**src/rtl/alu_md_if.sv**
```systemverilog
`default_nettype none
// ============================================================================
// Module   : alu_md_if
// Purpose  : Request/result bundle between a requester and the alu_md engine.
// Revision : 1.0
// ============================================================================
interface alu_md_if #(
    parameter int XLEN = 32
) ();
    logic            valid_i;
    logic            ready_o;
    logic [XLEN-1:0] SrcA;
    logic [XLEN-1:0] SrcB;
    logic [4:0]      func;
    logic [XLEN-1:0] ALUout;
    logic            valid_o;
    logic            ready_i;

    modport master (
        output valid_i, SrcA, SrcB, func, ready_i,
        input  ready_o, ALUout, valid_o
    );

    modport slave (
        input  valid_i, SrcA, SrcB, func, ready_i,
        output ready_o, ALUout, valid_o
    );
endinterface
`default_nettype wire

```
**src/rtl/alu_md.sv**
```systemverilog
`default_nettype none
// ============================================================================
// Module   : alu_md
// Purpose  : Single-cycle base ALU plus iterative shift-add multiply and
//            restoring divide, with a valid/ready request and result handshake.
// Revision : 1.0
// ============================================================================
module alu_md #(
    parameter int XLEN = 32
) (
    input  logic    clk,
    input  logic    rst,
    alu_md_if.slave bus
);
    localparam int              c_shw  = $clog2(XLEN);
    localparam logic [XLEN-1:0] c_ones = '1;
    localparam logic [XLEN-1:0] c_min  = {1'b1, {(XLEN-1){1'b0}}};

    typedef enum logic [1:0] {
        S_IDLE = 2'd0,
        S_BUSY = 2'd1,
        S_DONE = 2'd2
    } state_t;

    state_t r_state;
    state_t w_state_nxt;
    logic   w_accept;
    logic   w_ready;
    logic   w_valid;
    logic   w_last;

    logic [XLEN-1:0]  r_alu_out;
    logic [XLEN-1:0]  r_hi;
    logic [XLEN-1:0]  r_lo;
    logic [XLEN-1:0]  r_opb;
    logic [2:0]       r_op;
    logic             r_neg_q;
    logic             r_neg_r;
    logic [c_shw-1:0] r_cnt;

    logic [c_shw-1:0] w_shamt;
    logic [XLEN-1:0]  w_base_res;
    logic             w_is_div;
    logic             w_a_signed;
    logic             w_b_signed;
    logic             w_a_neg;
    logic             w_b_neg;
    logic [XLEN-1:0]  w_mag_a;
    logic [XLEN-1:0]  w_mag_b;
    logic             w_div_zero;
    logic             w_div_ovf;
    logic             w_special;
    logic [XLEN-1:0]  w_special_res;

    logic [XLEN:0]     w_sum;
    logic [XLEN:0]     w_shift;
    logic              w_ge;
    logic [XLEN-1:0]   w_hi_nxt;
    logic [XLEN-1:0]   w_lo_nxt;
    logic [2*XLEN-1:0] w_prod;
    logic [2*XLEN-1:0] w_prod_fix;
    logic [XLEN-1:0]   w_iter_res;

    // ------------------------------------------------------------------
    // Control FSM
    // ------------------------------------------------------------------
    always_ff @(posedge clk) begin
        if (rst) begin
            r_state <= S_IDLE;
        end else begin
            r_state <= w_state_nxt;
        end
    end

    always_comb begin
        w_state_nxt = r_state;
        w_ready     = 1'b0;
        w_valid     = 1'b0;
        w_accept    = 1'b0;
        case (r_state)
            S_IDLE: begin
                w_ready  = 1'b1;
                w_accept = bus.valid_i;
                if (bus.valid_i) begin
                    w_state_nxt = (!bus.func[4] || w_special) ? S_DONE : S_BUSY;
                end
            end
            S_BUSY: begin
                if (w_last) begin
                    w_state_nxt = S_DONE;
                end
            end
            S_DONE: begin
                w_valid = 1'b1;
                if (bus.ready_i) begin
                    w_state_nxt = S_IDLE;
                end
            end
            default: w_state_nxt = S_IDLE;
        endcase
    end

    assign w_last = (r_cnt == c_shw'(XLEN - 1));

    // ------------------------------------------------------------------
    // Single-cycle base operations
    // ------------------------------------------------------------------
    assign w_shamt = bus.SrcB[c_shw-1:0];

    always_comb begin
        w_base_res = '0;
        case (bus.func[3:0])
            4'b0000: w_base_res = bus.SrcA + bus.SrcB;
            4'b1000: w_base_res = bus.SrcA - bus.SrcB;
            4'b0001: w_base_res = bus.SrcA << w_shamt;
            4'b0010: w_base_res = {{(XLEN-1){1'b0}}, ($signed(bus.SrcA) < $signed(bus.SrcB))};
            4'b0011: w_base_res = {{(XLEN-1){1'b0}}, (bus.SrcA < bus.SrcB)};
            4'b0100: w_base_res = bus.SrcA ^ bus.SrcB;
            4'b0101: w_base_res = bus.SrcA >> w_shamt;
            4'b1101: w_base_res = $unsigned($signed(bus.SrcA) >>> w_shamt);
            4'b0110: w_base_res = bus.SrcA | bus.SrcB;
            4'b0111: w_base_res = bus.SrcA & bus.SrcB;
            4'b1110: w_base_res = bus.SrcB;
            default: w_base_res = '0;
        endcase
    end

    // ------------------------------------------------------------------
    // Mul/div operand preparation: the iteration works on magnitudes and
    // the sign is re-applied on the final step.
    // ------------------------------------------------------------------
    always_comb begin
        w_is_div   = bus.func[2];
        w_a_signed = w_is_div ? ~bus.func[0]
                              : ((bus.func[1:0] == 2'b01) || (bus.func[1:0] == 2'b10));
        w_b_signed = w_is_div ? ~bus.func[0] : (bus.func[1:0] == 2'b01);
        w_a_neg    = w_a_signed & bus.SrcA[XLEN-1];
        w_b_neg    = w_b_signed & bus.SrcB[XLEN-1];
        w_mag_a    = w_a_neg ? (~bus.SrcA + 1'b1) : bus.SrcA;
        w_mag_b    = w_b_neg ? (~bus.SrcB + 1'b1) : bus.SrcB;
        w_div_zero = (bus.SrcB == '0);
        w_div_ovf  = ~bus.func[0] & (bus.SrcA == c_min) & (bus.SrcB == c_ones);
        w_special  = bus.func[4] & w_is_div & (w_div_zero | w_div_ovf);
        if (w_div_zero) begin
            w_special_res = bus.func[1] ? bus.SrcA : c_ones;
        end else begin
            w_special_res = bus.func[1] ? '0 : bus.SrcA;
        end
    end

    // ------------------------------------------------------------------
    // One iteration step. Multiply: {r_hi,r_lo} is the product register with
    // the multiplier shifting out of r_lo. Divide: r_hi is the partial
    // remainder, r_lo shifts the dividend out and the quotient in.
    // ------------------------------------------------------------------
    always_comb begin
        w_sum   = {1'b0, r_hi} + (r_lo[0] ? {1'b0, r_opb} : '0);
        w_shift = {r_hi, r_lo[XLEN-1]};
        w_ge    = (w_shift >= {1'b0, r_opb});
        if (r_op[2]) begin
            w_hi_nxt = w_ge ? XLEN'(w_shift - {1'b0, r_opb}) : w_shift[XLEN-1:0];
            w_lo_nxt = {r_lo[XLEN-2:0], w_ge};
        end else begin
            w_hi_nxt = w_sum[XLEN:1];
            w_lo_nxt = {w_sum[0], r_lo[XLEN-1:1]};
        end
    end

    always_comb begin
        w_prod     = {w_hi_nxt, w_lo_nxt};
        w_prod_fix = r_neg_q ? (~w_prod + 1'b1) : w_prod;
        case (r_op)
            3'b000:  w_iter_res = w_prod_fix[XLEN-1:0];
            3'b001,
            3'b010,
            3'b011:  w_iter_res = w_prod_fix[2*XLEN-1:XLEN];
            3'b100:  w_iter_res = r_neg_q ? (~w_lo_nxt + 1'b1) : w_lo_nxt;
            3'b101:  w_iter_res = w_lo_nxt;
            3'b110:  w_iter_res = r_neg_r ? (~w_hi_nxt + 1'b1) : w_hi_nxt;
            default: w_iter_res = w_hi_nxt;
        endcase
    end

    // ------------------------------------------------------------------
    // Datapath registers
    // ------------------------------------------------------------------
    always_ff @(posedge clk) begin
        if (rst) begin
            r_alu_out <= '0;
            r_hi      <= '0;
            r_lo      <= '0;
            r_opb     <= '0;
            r_op      <= '0;
            r_neg_q   <= 1'b0;
            r_neg_r   <= 1'b0;
            r_cnt     <= '0;
        end else begin
            case (r_state)
                S_IDLE: begin
                    if (w_accept) begin
                        r_op  <= bus.func[2:0];
                        r_cnt <= '0;
                        if (!bus.func[4]) begin
                            r_alu_out <= w_base_res;
                        end else if (w_special) begin
                            r_alu_out <= w_special_res;
                        end else begin
                            r_hi    <= '0;
                            r_lo    <= w_is_div ? w_mag_a : w_mag_b;
                            r_opb   <= w_is_div ? w_mag_b : w_mag_a;
                            r_neg_q <= w_a_neg ^ w_b_neg;
                            r_neg_r <= w_is_div & w_a_neg;
                        end
                    end
                end
                S_BUSY: begin
                    r_hi  <= w_hi_nxt;
                    r_lo  <= w_lo_nxt;
                    r_cnt <= r_cnt + 1'b1;
                    if (w_last) begin
                        r_alu_out <= w_iter_res;
                    end
                end
                default: begin
                end
            endcase
        end
    end

    assign bus.ready_o = w_ready;
    assign bus.valid_o = w_valid;
    assign bus.ALUout  = r_alu_out;

endmodule
`default_nettype wire

```
**src/flat_wrapper.sv**
```systemverilog
// flat-port wrapper written by rule: the top's interface ports become plain ports
module alu_md_flat 
#(
    parameter int XLEN = 32
)
  (clk, rst, bus_valid_i, bus_SrcA, bus_SrcB, bus_func, bus_ready_i, bus_ready_o, bus_ALUout, bus_valid_o);
  alu_md_if #(.XLEN(XLEN)) bus_i ();
  input  logic clk;
  input  logic rst;
  input wire logic [$bits(bus_i.valid_i)-1:0] bus_valid_i;
  input wire logic [$bits(bus_i.SrcA)-1:0] bus_SrcA;
  input wire logic [$bits(bus_i.SrcB)-1:0] bus_SrcB;
  input wire logic [$bits(bus_i.func)-1:0] bus_func;
  input wire logic [$bits(bus_i.ready_i)-1:0] bus_ready_i;
  output wire logic [$bits(bus_i.ready_o)-1:0] bus_ready_o;
  output wire logic [$bits(bus_i.ALUout)-1:0] bus_ALUout;
  output wire logic [$bits(bus_i.valid_o)-1:0] bus_valid_o;
  assign bus_i.valid_i = bus_valid_i;
  assign bus_i.SrcA = bus_SrcA;
  assign bus_i.SrcB = bus_SrcB;
  assign bus_i.func = bus_func;
  assign bus_i.ready_i = bus_ready_i;
  assign bus_ready_o = bus_i.ready_o;
  assign bus_ALUout = bus_i.ALUout;
  assign bus_valid_o = bus_i.valid_o;
  alu_md #(.XLEN(XLEN)) u_core (.clk(clk), .rst(rst), .bus(bus_i));
endmodule
```
**config.mk**
```make
export PLATFORM = sky130hd
export DESIGN_NAME = alu_md_flat
export DESIGN_NICKNAME = d
export VERILOG_FILES = /design/src/rtl/alu_md_if.sv /design/src/rtl/alu_md.sv /design/src/flat_wrapper.sv
export SDC_FILE = /design/constraint.sdc
export NUM_CORES = 1
export LEC_CHECK = 0
export BUFFER_PORTS_ARGS = -buffer_cell sky130_fd_sc_hd__buf_2
export CORE_ASPECT_RATIO = 1.75
export CORE_MARGIN = 8
export CORE_UTILIZATION = 41
export DETAILED_ROUTE_END_ITERATION = 6
export GPL_TIMING_DRIVEN = 0
export PLACE_DENSITY_LB_ADDON = 0.12
export SYNTH_ARGS = -nofsm -noshare
export SYNTH_HDL_FRONTEND = slang
export SYNTH_SLANG_ARGS = --single-unit
```
**constraint.sdc**
```tcl
create_clock -name clk -period 8.1 [get_ports clk]
set_clock_uncertainty 0.2 [all_clocks]
set_input_delay 0 -clock clk [delete_from_list [all_inputs] [get_ports clk]]
set_output_delay 0 -clock clk [all_outputs]
set_load 0.03 [all_outputs]
```
==> results of run 1 <==
==> metrics by stage <==
| step | hold WS (ns) | TNS (ns) | setup slack, ns |
|---|---|---|---|
| 4_1_cts | 0.02055 | 0 | 0.02991 |
| 3_5_place_dp | 0.2250 | -22.91 | -2.053 |
| 3_3_place_gp | 0.2189 | -23.77 | -2.122 |
| 2_1_floorplan | -0.05275 | 0 | 2.029 |
==> timing repair <==
item                                    CTS
endpoints found under the setup margin   16
endpoints found under the hold margin    23
hold buffers                             14
gates resized for setup                  10
==> cells by family after synthesis <==
logic type	synth area share, %
XOR/XNOR	5.177
AND/OR/NAND/NOR	23.40
adder cells (fa/ha/maj)	9.896
buffers and inverters	7.283
AO/OA/AOI/OAI	36.33
multiplexers	6.781
flip-flops	11.13
==> metal layers <==
layer / GRT overflow / global-route usage [%]
met5: 4 / 18.76
met4: 446 / 78.20
met3: 19 / 51.91
met2: 675 / 91.79
met1: 11 / 66.89
==> results.sh, run 1 <==
export IMPL_io_pins=107
export IMPL_die_h_um=343.9
export IMPL_haltStage="global routing (5_1_grt)"
export IMPL_grt_max_degree=20
export IMPL_synth_most_common_cell="nor2_1"
export IMPL_cts_root_buffer="clkbuf_16"
export IMPL_io_buffer_count=106
export IMPL_place_area_um2=26730
export IMPL_cts_setup_buffers=0
export IMPL_yosysWarnings=0
export IMPL_ys_ff_latch=140
export IMPL_dpl_hpwl_mm=160.3
export IMPL_outcome="stopped before the end"
export IMPL_synthCells=3737
export IMPL_gr_total_overflow=1155
export IMPL_ys_top_cells_by_count="467 x nor2_1, 354 x nand2_1, 334 x a21oi_1"
export IMPL_gp_congestion=1.191
export IMPL_htreeDepth=4
export IMPL_start_util_pct=41.32
export IMPL_numCtsBuffers=25
export IMPL_yosysSeqAreaShare_pct=11.13
export IMPL_syn_cell_area_um2=25190
export IMPL_synth_area_leaders="dfxtp_1 11%, ha_1 8.5%, nor2_1 7.0%"
export IMPL_grt_pass1_wl_mm=376.5
export IMPL_cts_buffer_depth=3
export IMPL_cts_sinks=140
export IMPL_error="[ERROR GRT-0116] Global routing finished with congestion. Check the congestion regions in the DRC Viewer."
export IMPL_die_x_um=203.4
export IMPL_yosys_area_top_type="dfxtp_1"
export IMPL_core_rowCount=120
export IMPL_syn_nets=3986
export IMPL_synth_cell_types=118
export IMPL_async_flop_share_pct=0
export IMPL_track_usage_pct=70.94
export IMPL_syn_area_per_cell_um2=6.739
export IMPL_synth_top_cell_area_share_pct=11.13
export IMPL_grt_pass1_vias=41680
export IMPL_synth_edf_count=0
export IMPL_dp_cells=4638
export IMPL_ys_flop_type="dfxtp_1"
==> run 2: changes to the inputs <==
Settings changed: CORE_ASPECT_RATIO 1.75 to not set, CORE_UTILIZATION 41 to 26, PLACE_DENSITY_LB_ADDON 0.12 to 0.15.
==> run 2 against run 1 <==
  * The flow now finishes, with violations (capacitance limit, slew limit)
  * Synthesized cell count did not move
  * Area after synthesis did not move
==> results.sh, run 2 <==
export IMPL_syn_area_per_cell_um2=6.739
export IMPL_ys_top_cells_by_count="467 x nor2_1, 354 x nand2_1, 334 x a21oi_1"
export IMPL_p_total_mw=3.952
export IMPL_die_x_um=327.2
export IMPL_cp_num_buf_inv=6
export IMPL_htreeDepth=4
export IMPL_die_h_um=327.2
export IMPL_whs_ns=0.02739
export IMPL_syn_nets=3986
export IMPL_ys_ff_latch=140
export IMPL_violations="capacitance limit, slew limit"
export IMPL_io_buffer_count=106
export IMPL_timing_fmax_mhz=124.2
export IMPL_path_class="input pin to flip-flop"
export IMPL_final_cell_mix="467 x nor2_1, 354 x nand2_1, 334 x a21oi_1"
export IMPL_clkTransAtPathRegs_ns=0.08
export IMPL_io_pins=107
export IMPL_cpPeakStageDelay_ns=0.92
export IMPL_required_ns=8.14
export IMPL_yosysSeqAreaShare_pct=11.13
export IMPL_tns_ns=0
export IMPL_min_period_ns=8.051
export IMPL_drt_pass1_iter_count=6
export IMPL_place_area_um2=27350
export IMPL_post_route_period_util_pct=99.40
export IMPL_crit_arrival_ns=8.09
export IMPL_fin_area_um2=28060
export IMPL_mostFrequentLayoutCell="nor2_1"
export IMPL_synth_top_cell_area_share_pct=11.13
export IMPL_p_per_area_nw_per_um2=140.8
export IMPL_numCtsBuffers=17
export IMPL_area_growth_pct=11.43
export IMPL_synthCells=3737
export IMPL_finalSetupViolations=0
export IMPL_crit_path_start_kind="input pin"
export IMPL_slew_headroom_pct=-4.684
export IMPL_worst_slew_pin_slew_ns=1.554
export IMPL_path_cells="buf_2 -> clkbuf_1 -> inv_1 -> clkbuf_1 -> buf_1 -> clkbuf_1 -> ha_1 -> nand2b_1 -> a21oi_1 -> o21ai_0 -> a311oi_1 -> a21oi_1 -> o211a_1 -> o31a_1 -> o31ai_1 -> o221ai_1 -> a221oi_1 -> o21ai_0 -> a32oi_1 -> o211ai_1"
export IMPL_yosys_area_top_type="dfxtp_1"
export IMPL_placeableCoreArea_um2=96280
export IMPL_yosysWarnings=0
export IMPL_antenna_found_initial=2
export IMPL_finalWorstSetupSlack_ns=0.04894
export IMPL_cts_buffer_depth=2
export IMPL_dieArea_um2=107100
export IMPL_cts_sinks=140
export IMPL_finalWirelength_mm=182.2
export IMPL_hold_path_class="input pin to flip-flop"
export IMPL_cts_root_buffer="clkbuf_16"
export IMPL_synth_area_leaders="dfxtp_1 11%, ha_1 8.5%, nor2_1 7.0%"
export IMPL_path_max_fanout=11
export IMPL_slowest_stage="clkbuf_1"
export IMPL_drc=0
export IMPL_dpl_hpwl_mm=149.7
export IMPL_gr_total_overflow=0
export IMPL_cap_violations=2
export IMPL_synth_most_common_cell="nor2_1"
export IMPL_wire_per_inst_um=35.32
export IMPL_async_flop_share_pct=0
export IMPL_dp_slack_ns=-1.743
export IMPL_ys_flop_type="dfxtp_1"
export IMPL_peakVddDrop_v=0.0001111
export IMPL_crit_top_cell="clkbuf_1"
export IMPL_critical_path_endpoint_type="flip-flop"
export IMPL_cts_tree="done"
export IMPL_slew_violations=6
export IMPL_core_rowCount=114
export IMPL_clk_latency_ns=0.47
export IMPL_synth_edf_count=0
export IMPL_synth_cell_types=118
export IMPL_outcome="finished with violations"
export IMPL_viasPerCell=6.324
export IMPL_grt_pass1_vias=31040
export IMPL_start_util_pct=26.16
export IMPL_grt_pass1_wl_mm=251.1
export IMPL_gp_congestion=1.053
export IMPL_fillers=10990
export IMPL_syn_cell_area_um2=25190
export IMPL_critical_path_top_delay_family="compound AO/OA/AOI/OAI gates"
export IMPL_track_usage_pct=32.38
export IMPL_p_leak_nw=10.65
export IMPL_drive_gt1_share_pct=7.960
export IMPL_drtIter0Drc=4026
export IMPL_antenna_left=0
export IMPL_rsz0062_at_grt="false"
export IMPL_dr_total_vias=32630
export IMPL_cts_setup_buffers=0
export IMPL_finalHoldViolCount=0
export IMPL_finalNetCount=4118
export IMPL_grt_max_degree=20
## run 2: through the flow
step	util [%]	cells
final	29.15	5159
after global routing	29.15	5158
after CTS	29.13	5158
after detailed placement	28.40	5123
after global placement	28.37	5119
after floorplan	-	3737
## run 2: tightest hold or removal path, cell delays in order
cell and delay, ns:
buf_2 0.19, xnor2_1 0.18, a211oi_1 0.11, a21oi_1 0.13, nor2_1 0.05
## run 2: area by class of cell
| type | count | area [µm²] | share of cell area, % |
|---|---|---|---|
| inverter | 168 | 630.6 | 2.247 |
| tap | 1276 | 1597 | 5.689 |
| multi-input combinational | 3124 | 20580 | 73.34 |
| buffer | 301 | 1205 | 4.293 |
| clock inverter | 15 | 196.4 | 0.7000 |
| antenna | 1 | 2.502 | 0.008917 |
| sequential | 140 | 2803 | 9.987 |
| timing repair buffer | 117 | 623.1 | 2.220 |
| clock buffer | 17 | 425.4 | 1.516 |
## run 2: routing by layer
metal	part of all wire (%)	global-route usage (%)
met4	8.9	22.69
met2	44	51.95
met3	7.6	4.485
met1	39	39.86
met5	0.0066	0
## run 2: repair_timing
item	4_1_cts	5_1_grt
cloned	0	0
hold buffers	6	0
endpoints found under the hold margin	10	0
setup endpoints to repair	16	5
resized for setup	9	3
## run 2: report_power, final
part           internal, mW  switching [mW]
combinational         0.649            1.68
sequential            0.724          0.0476
clock                 0.422           0.434
total                  1.80            2.16
## run 2: cells by family after synthesis
family / share of synthesized area (%)
DFF: 11.13
AOI/OAI and AO/OA: 36.33
buffers and inverters: 7.283
xor gates and xnor gates: 5.177
and+or+nand+nor: 23.40
adders and majority gates: 9.896
muxes: 6.781
## run 2: worst paths after layout
path	from	endpoint	slack (ns)	depth (start not counted)
hold / removal	bus_SrcB[17]	u_core.r_opb[17]	0.03	5
setup reg to reg	u_core.r_op[2]	u_core.bus.ALUout[8]	0.30	21
hold reg to reg	u_core.r_opb[14]	u_core.r_opb[14]	0.26	2
setup / recovery	bus_SrcB[2]	u_core.bus.ALUout[22]	0.05	20
No activity file was read; power rests on OpenSTA's default activity.
==> run 3: changes to the inputs <==
Settings changed: REMOVE_ABC_BUFFERS set to 1.
==> run 3 against run 2 <==
  * The run ends with DRC, capacitance limit left
  * Sequential share of layout area rose by 0.29 points
  * Design area fell by 2.6%
  * Largest cell class unchanged
  * Highest routed layer unchanged
  * Global-route usage down 8.6 points
==> results.sh, run 3 (synthesis gave the netlist of run 2 again) <==
export IMPL_outcome="finished with violations"
export IMPL_violations="DRC, capacitance limit"
export IMPL_cap_violations=1
export IMPL_clk_latency_ns=0.47
export IMPL_finalWorstSetupSlack_ns=0.3583
export IMPL_wire_per_inst_um=27.31
export IMPL_min_period_ns=7.742
export IMPL_p_per_area_nw_per_um2=134.9
export IMPL_post_route_period_util_pct=95.58
export IMPL_dieArea_um2=107100
export IMPL_fin_area_um2=27320
export IMPL_area_growth_pct=8.490
export IMPL_htreeDepth=4
export IMPL_die_x_um=327.2
export IMPL_grt_pass1_wl_mm=195.1
export IMPL_die_h_um=327.2
export IMPL_gr_total_overflow=0
export IMPL_worst_slew_pin_slew_ns=1.480
export IMPL_antenna_found_initial=3
export IMPL_r2r_end="u_core.bus.ALUout[8]"
export IMPL_clkTransAtPathRegs_ns=0.07
export IMPL_cts_root_buffer="clkbuf_16"
export IMPL_finalNetCount=3835
export IMPL_multiInputGateArea_um2=20610
export IMPL_viasPerCell=6.026
export IMPL_cts_setup_buffers=0
export IMPL_r2r_start="u_core.r_opb[1]"
export IMPL_hold_path_class="input pin to flip-flop"
export IMPL_cts_sinks=140
export IMPL_finalHoldViolCount=0
export IMPL_grt_max_degree=103
export IMPL_cts_buffer_depth=2
export IMPL_rrSetupSlack_ns=0.36
export IMPL_start_util_pct=26.16
export IMPL_dpl_hpwl_mm=103.7
export IMPL_core_rowCount=114
export IMPL_crit_start="u_core.r_opb[1]"
export IMPL_crit_path_start_kind="flip-flop"
export IMPL_cts_tree="done"
export IMPL_place_area_um2=26550
export IMPL_rsz0062_at_grt="false"
export IMPL_drive_gt1_share_pct=8.363
export IMPL_drtIter0Drc=2927
export IMPL_antenna_left=0
export IMPL_finalWirelength_mm=133.2
export IMPL_io_pins=107
export IMPL_required_ns=8.22
export IMPL_p_total_mw=3.687
export IMPL_final_cell_mix="463 x nor2_1, 351 x nand2_1, 334 x a21oi_1"
export IMPL_crit_arrival_ns=7.86
export IMPL_finalSetupViolations=0
export IMPL_path_cells="inv_1 -> ha_1 -> nor2b_1 -> o2111ai_2 -> a21oi_2 -> o2111ai_2 -> a21boi_4 -> nor2_4 -> a21oi_1 -> inv_1 -> ha_1 -> nor3b_1 -> o211ai_1 -> or2_1 -> or4_1 -> or3_1 -> o21ai_1 -> nand2_2 -> nand2_1 -> a211oi_1 -> a221o_1 -> a221oi_1 -> a211oi_1"
export IMPL_p_leak_nw=10.39
export IMPL_path_max_fanout=24
export IMPL_mostFrequentLayoutCell="nor2_1"
export IMPL_drt_pass1_iter_count=7
export IMPL_io_buffer_count=106
export IMPL_grt_pass1_vias=27830
export IMPL_track_usage_pct=23.73
export IMPL_endpoint="u_core.bus.ALUout[8]"
export IMPL_cpPeakStageDelay_ns=0.74
export IMPL_slew_violations=0
export IMPL_timing_fmax_mhz=129.2
export IMPL_slew_headroom_pct=0.9933
export IMPL_dp_slack_ns=-0.1535
export IMPL_placeableCoreArea_um2=96280
export IMPL_slowest_stage="a221oi_1"
export IMPL_path_class="flip-flop to flip-flop"
export IMPL_peakVddDrop_v=0.0001434
export IMPL_numCtsBuffers=17
export IMPL_gp_congestion=0.9722
export IMPL_fillers=10880
export IMPL_reg2reg_depth=23
export IMPL_dr_total_vias=29380
export IMPL_drc=1
export IMPL_final_seq_area_um2=2808
export IMPL_critical_path_endpoint_type="flip-flop"
[run 3: cell count changes in the layout (fill, tap and decap cells not counted), sizes merged]
| cell | change |
|---|---|
| clkdlybuf4s18 | -1 |
| buf | -68 |
| clkdlybuf4s15 | -1 |
| dlygate4sd3 | +6 |
| clkbuf | -215 |
| inv | -3 |
| bufinv | +3 |
| clkinv | -4 |
[run 3: worst min path at each step]
| stage | cells after the start | startpoint | endpoint | slack [ns] |
|---|---|---|---|---|
| CTS | 5 | bus_SrcB[10] | u_core.r_lo[10] | 0.003 |
| global placement | 4 | bus_ready_i | u_core.r_state[1] | 0.22 |
| floorplan | 1 | rst | u_core.bus.ALUout[19] | -0.13 |
| global route | 5 | bus_SrcB[19] | u_core.r_opb[19] | 0.04 |
| finish | 5 | bus_SrcB[10] | u_core.r_lo[10] | 0.03 |
| detailed placement | 4 | bus_ready_i | u_core.r_state[1] | 0.21 |
[run 3: per-layer routing]
layer	part of all wire, %	vias up	global-route usage (%)	wire length (µm)
met3	6.0	214	1.965	8025
met4	4.0	2	8.963	5285
met1	45	14280	32.94	59920
met5	0.0090	-	0	12
met2	45	1250	38.06	59930
li1	-	13630	-	-
[run 3: per-stage QoR]
| stage | utilization, % | hold slack, ns | setup TNS (ns) | instances |
|---|---|---|---|---|
| floorplan | - | -0.1321 | 0 | 3432 |
| detailed placement | 27.58 | 0.2064 | -0.1535 | 4831 |
| global placement | 27.12 | 0.2202 | -149.65 | 4814 |
| CTS | 28.36 | 0.003289 | 0 | 4875 |
| finish | 28.38 | 0.03125 | 0 | 4876 |
| global route | 28.38 | 0.04439 | 0 | 4876 |
[run 3: critical path, delay by kind of cell, from the launching register on]
kind,cells,cell delay [ns]
fa+ha+maj,2,0.62
buf+inv,2,0.24
simple gates,8,2.75
compound gates,11,3.28
flops,1,0.46
[run 3: repair_timing]
action | CTS | global route
hold buffers | 12 | 0
endpoints found under the setup margin | 1 | 3
hold endpoints to repair | 47 | 0
gates resized for setup | 2 | 2
[run 3: layout make-up]
type | instances | share of cell area (%)
Inverter | 168 | 2.308
Antenna cell | 1 | 0.009158
Tap cell | 1276 | 5.843
Multi-Input combinational cell | 3124 | 75.45
Clock buffer | 21 | 1.722
Timing Repair Buffer | 135 | 3.824
Sequential cell | 140 | 10.28
Clock inverter | 11 | 0.5724
[run 3: where the power goes]
part,switching (mW),internal [mW]
combinational,1.38,0.636
clock,0.364,0.514
sequential,0.0674,0.724
